[src/rtl/level_display.sv]
// level_display: rate-limited 4-digit X.XXX level readout with peak-hold,
// active-low seven-segment outputs, PWM dimming and an over-level flag.
module level_display #(
    parameter int          UPDATE_CYCLES = 12000,
    parameter int          HOLD_CYCLES   = 96000,
    parameter logic [15:0] OVER_THRESH   = 16'h2000
) (
    input  logic       clk_48,
    input  logic       reset_n,
    input  logic [3:0] num3,
    input  logic [3:0] num2,
    input  logic [3:0] num1,
    input  logic [3:0] num0,
    input  logic       peak_en,
    input  logic [2:0] bright,
    output logic [6:0] hex3,
    output logic [6:0] hex2,
    output logic [6:0] hex1,
    output logic [6:0] hex0,
    output logic       dp3,
    output logic       over
);
    localparam int UW = UPDATE_CYCLES > 1 ? $clog2(UPDATE_CYCLES) : 1;
    localparam int HW = $clog2(HOLD_CYCLES + 1);
    typedef enum logic [1:0] {BLANK, TRACK, HOLD} state_t;
    state_t        state;
    logic [UW-1:0] upd_cnt;
    logic [HW-1:0] hold_cnt;
    logic [2:0]    pwm_cnt;
    logic [15:0]   disp;
    logic [15:0]   sample;
    logic          tick;
    logic          hold_done;
    logic          reload;
    logic          vis;
    function automatic logic [6:0] seg(input logic [3:0] d);
        case (d)
            4'd0:    seg = 7'h40;
            4'd1:    seg = 7'h79;
            4'd2:    seg = 7'h24;
            4'd3:    seg = 7'h30;
            4'd4:    seg = 7'h19;
            4'd5:    seg = 7'h12;
            4'd6:    seg = 7'h02;
            4'd7:    seg = 7'h78;
            4'd8:    seg = 7'h00;
            4'd9:    seg = 7'h10;
            default: seg = 7'h3F;
        endcase
    endfunction
    assign sample    = {num3, num2, num1, num0};
    assign tick      = upd_cnt == UW'(UPDATE_CYCLES - 1);
    assign hold_done = hold_cnt == HW'(HOLD_CYCLES);
    // In HOLD a tick reloads on leaving, on a new peak, or once the hold has expired
    assign reload    = tick & (~peak_en | (sample > disp) | hold_done);
    assign vis       = ((bright == 3'd7) | (pwm_cnt < bright)) & (state != BLANK);
    always_ff @(posedge clk_48 or negedge reset_n) begin
        if (!reset_n) begin
            state    <= BLANK;
            upd_cnt  <= '0;
            hold_cnt <= '0;
            pwm_cnt  <= '0;
            disp     <= '0;
            over     <= 1'b0;
            hex3     <= 7'h7F;
            hex2     <= 7'h7F;
            hex1     <= 7'h7F;
            hex0     <= 7'h7F;
            dp3      <= 1'b1;
        end else begin
            upd_cnt <= tick ? '0 : upd_cnt + 1'b1;
            pwm_cnt <= pwm_cnt + 1'b1;
            hex3    <= vis ? seg(disp[15:12]) : 7'h7F;
            hex2    <= vis ? seg(disp[11:8])  : 7'h7F;
            hex1    <= vis ? seg(disp[7:4])   : 7'h7F;
            hex0    <= vis ? seg(disp[3:0])   : 7'h7F;
            dp3     <= ~vis;
            case (state)
                BLANK, TRACK: begin
                    if (tick) begin
                        disp     <= sample;
                        over     <= sample >= OVER_THRESH;
                        hold_cnt <= '0;
                        state    <= peak_en ? HOLD : TRACK;
                    end
                end
                HOLD: begin
                    hold_cnt <= hold_done ? hold_cnt : hold_cnt + 1'b1;
                    if (reload) begin
                        disp <= sample;
                        over <= sample >= OVER_THRESH;
                    end
                    if (tick && !peak_en)
                        state <= TRACK;
                    else if (reload)
                        hold_cnt <= '0;
                end
                default: state <= BLANK;
            endcase
        end
    end
endmodule

[config.mk]
export PLATFORM = sky130hd
export DESIGN_NAME = level_display
export DESIGN_NICKNAME = d
export VERILOG_FILES = /design/src/rtl/level_display.sv
export SDC_FILE = /design/constraint.sdc
export NUM_CORES = 1
export LEC_CHECK = 0
export CORE_UTILIZATION = 51
export DETAILED_ROUTE_END_ITERATION = 7
export PLACE_DENSITY_LB_ADDON = 0.2
export RECOVER_POWER = 50
export REMOVE_ABC_BUFFERS = 1
export SLEW_MARGIN = 10
export SYNTH_ARGS = -nofsm -noshare
export SYNTH_HDL_FRONTEND = slang
export SYNTH_SLANG_ARGS = --single-unit
[constraint.sdc]
create_clock -name clk_48 -period 2.6 [get_ports clk_48]
set_input_delay 0.65 -clock clk_48 [delete_from_list [all_inputs] [get_ports clk_48]]
set_output_delay 0.65 -clock clk_48 [all_outputs]
set_load 0.05 [all_outputs]
==> run metrics <==
status finished with violations; failing checks design-rule violations, negative setup slack; register area 2088 sq um; Data required, critical path 2.84 ns; Main synth FF type dfrtp_1; Core Area 8806 sq um; vias in the first global route 3680; fill cell count 705; gr ovfl total 0; sequential-to-total area share from yosys stat 44.63%; H-tree depth 3; Total Nets Final 643; Die Span X 97.79 microns; CP Launch Type input pin; final worst slack -0.01991 ns; total CTS buffers 9; Core Rows 34; Finished Core Util 67.01%; DRT Pass-1 Iters 7; Tcrit/Tclk final 100.8%; Total Routing Usage GR 22.11%; slew margin rel. 31.87%; Hold Vio Cnt, Final 0; sinks on the clock net 82; final setup skew 0.01014 ns; via count 3895; setup TNS -0.06535 ns; max-cap violation count 0; share of cells above drive strength 1 24.83%; post-synth top area share 28.34%; Vias/cell 5.629; drt initial violations 140; highest clock rate 0.3817 GHz; CP endpoint kind flip-flop; cell accounting for the most synthesized area dfrtp_1; kind of critical path input pin to flip-flop; Pleak 2.589 nW; Port Buffer Count 51; DRT antenna net count 0; die area 9563 sq um; Mean Syn Cell Area 9.688 sq um; P per Cell Area 379.9 nW/um^2; Synth cell types 50; P&R area growth vs syn 26.10%; Pins Over Slew Limit 0; top cells by area, synth dfrtp_1 28%, dfstp_2 16%, ha_1 11%; max incr delay on CP 0.30 ns; DIE HEIGHT 97.79 microns; drt drc 10; cell depth of the worst flop-to-flop path 10; RSZ-0062 raised after global routing yes; global-route wire length before repair 17.02 mm; worst path arrival time 2.86 ns; I/O pins 52; Routed WL 10.29 mm; clock latency on the worst-skew pair 0.36 ns; Routability Congestion 0.8981; multi-input logic area 2476 sq um; Reg clk slew, reported paths 0.08 ns; worst-margin pin slew 1.022 ns; mapped cell area 4679 sq um; Async SR Flop Fraction 100.0%; largest net degree at the start of global routing 43; ANT cells 0; CP max stage cell ha_1; TritonCTS clock tree built; crit-path cells dlygate4sd2_1, ha_1, nand2_1, nor4_2, a21bo_2, and3_4, o31ai_4, buf_6, buf_16, mux2_4; initial antenna violation count 0; yosys warns 0; crit path time final 2.620 ns; register bit total from synthesis 82; Max FO, Critical Path 6; Root Driver clkbuf_8; cells after synthesis 483; Worst VDD drop 243.9 uV; wire length per cell 14.87 microns; HPWL after DPL 7.250 mm; clock tree buffer depth 2; Post-synth EDFFs 0; CTS Hold Buffers Added 0; Initial Util 53.14%; Setup violations, final 6; worst hold path class input pin to async pin
-- repair_timing --
item                       4_1_cts  5_1_grt
setup endpoints to repair       31       29
hold endpoints to repair         0        0
pin swaps                       14        9
gates cloned                     1        0
buffers inserted                 3        5
resized for setup               21       30
-- logic make-up after synthesis --
| family | share of synthesized area, % |
|---|---|
| AND/OR/NAND/NOR | 17.97 |
| AO/OA/AOI/OAI | 13.88 |
| XOR/XNOR | 2.059 |
| buffers and inverters | 5.000 |
| multiplexers | 5.241 |
| flip-flops | 44.63 |
| adder cells (fa/ha/maj) | 11.23 |
-- flip-flops by register name, summed over array words and instances, names as in the netlist --
signal / count
hex0: 7
hex3: 7
over: 1
upd_cnt: 14
state: 2
dp3: 1
hex2: 7
hold_cnt: 17
hex1: 7
pwm_cnt: 3
disp: 16
-- metal layers --
metal | routed length (microns) | vias to the layer above | global-route usage, % | share of wire, %
met5 | 0 | - | 0 | 0
met4 | 95 | 0 | 6.294 | 0.92
met3 | 341 | 9 | 4.724 | 3.3
met2 | 5284 | 75 | 37.59 | 51
met1 | 4568 | 1914 | 28.56 | 44
li1 | - | 1897 | - | -
-- per-stage QoR --
stage	std cells	setup slack [ns]	area, sq um	total power [mW]	hold slack [ns]
after floorplan	465	-0.4439	4573	1.334	0.3544
after global placement	668	-0.6329	5584	1.419	0.4266
after detailed placement	668	-0.6907	5584	1.422	0.4329
after CTS	688	-0.01587	5814	2.264	0.1499
after global routing	692	-0.1157	5901	2.337	0.4851
final	692	-0.01991	5901	2.241	0.4378
-- cell usage in the layout (no fill, tap or decap), types with 3 or more instances in the layout --
master	synthesis	layout
inv_1	34	29
ha_1	42	35
dfstp_2	29	29
dlygate4sd2_1	0	4
and4_1	4	4
ha_4	0	7
nand2_1	41	40
clkbuf_2	0	7
clkbuf_8	0	10
and2_1	4	4
a21oi_1	37	37
nand3_1	17	17
nand4_1	9	9
nor4b_1	3	3
clkdlybuf4s50_1	0	38
inv_2	0	5
a31oi_1	24	23
clkdlybuf4s15_1	0	3
or2_2	5	5
xor2_1	6	6
nor2_1	52	51
and3_1	13	13
xnor2_1	5	5
dfrtp_1	53	53
clkbuf_1	11	3
buf_4	0	45
o21ai_0	35	33
mux2_4	9	13
buf_6	1	3
mux2_2	8	4
o22ai_1	4	4
-- worst paths after layout --
check / startpoint / to / slack, ns
setup / recovery: num1[1] / disp[9]$_DFFE_PN0P_ / -0.02
hold / removal: reset_n / upd_cnt[4]$_DFF_PN0_ / 0.44
setup reg to reg: disp[9]$_DFFE_PN0P_ / disp[9]$_DFFE_PN0P_ / -0.01
hold reg to reg: pwm_cnt[0]$_DFF_PN0_ / pwm_cnt[0]$_DFF_PN0_ / 0.44
max in group asynchronous: reset_n / disp[2]$_DFFE_PN0P_ / 0.62
min in group clk_48: pwm_cnt[0]$_DFF_PN0_ / pwm_cnt[0]$_DFF_PN0_ / 0.44
-- power breakdown --
part	internal [mW]	total (mW)	switching, mW
logic	0.0557	0.122	0.0665
registers	1.28	1.28	0.00000540
clock network	0.374	0.843	0.469
-- cells in the mapped netlist (3+ instances only) --
library cell / n
xnor2_1: 5
o21ai_0: 35
nor4b_1: 3
ha_1: 42
dfrtp_1: 53
a21oi_1: 37
mux2_2: 8
nand4_1: 9
and2_1: 4
inv_1: 34
a31oi_1: 24
xor2_1: 6
nand2_1: 41
o22ai_1: 4
and3_1: 13
mux2_4: 9
and4_1: 4
buf_2: 3
clkbuf_1: 11
nor2_1: 52
dfstp_2: 29
nand3_1: 17
or2_2: 5
-- layout make-up --
| cell class | instances | share of cell area, % |
|---|---|---|
| multi-input cells | 349 | 41.96 |
| flip-flops and latches | 82 | 35.39 |
| repair buffers | 103 | 15.31 |
| clock buffers | 12 | 2.460 |
| well taps | 108 | 2.290 |
| inverters | 34 | 2.163 |
| clock inverters | 4 | 0.4241 |
-- worst max-delay path, delay by kind of cell --
family | cells | cell delay (ns)
compound gates | 2 | 0.56
buf+inv | 3 | 0.53
simple gates | 3 | 0.52
fa+ha+maj | 1 | 0.30
mux | 1 | 0.30
Note: power is estimated with default switching activity, not from simulation.
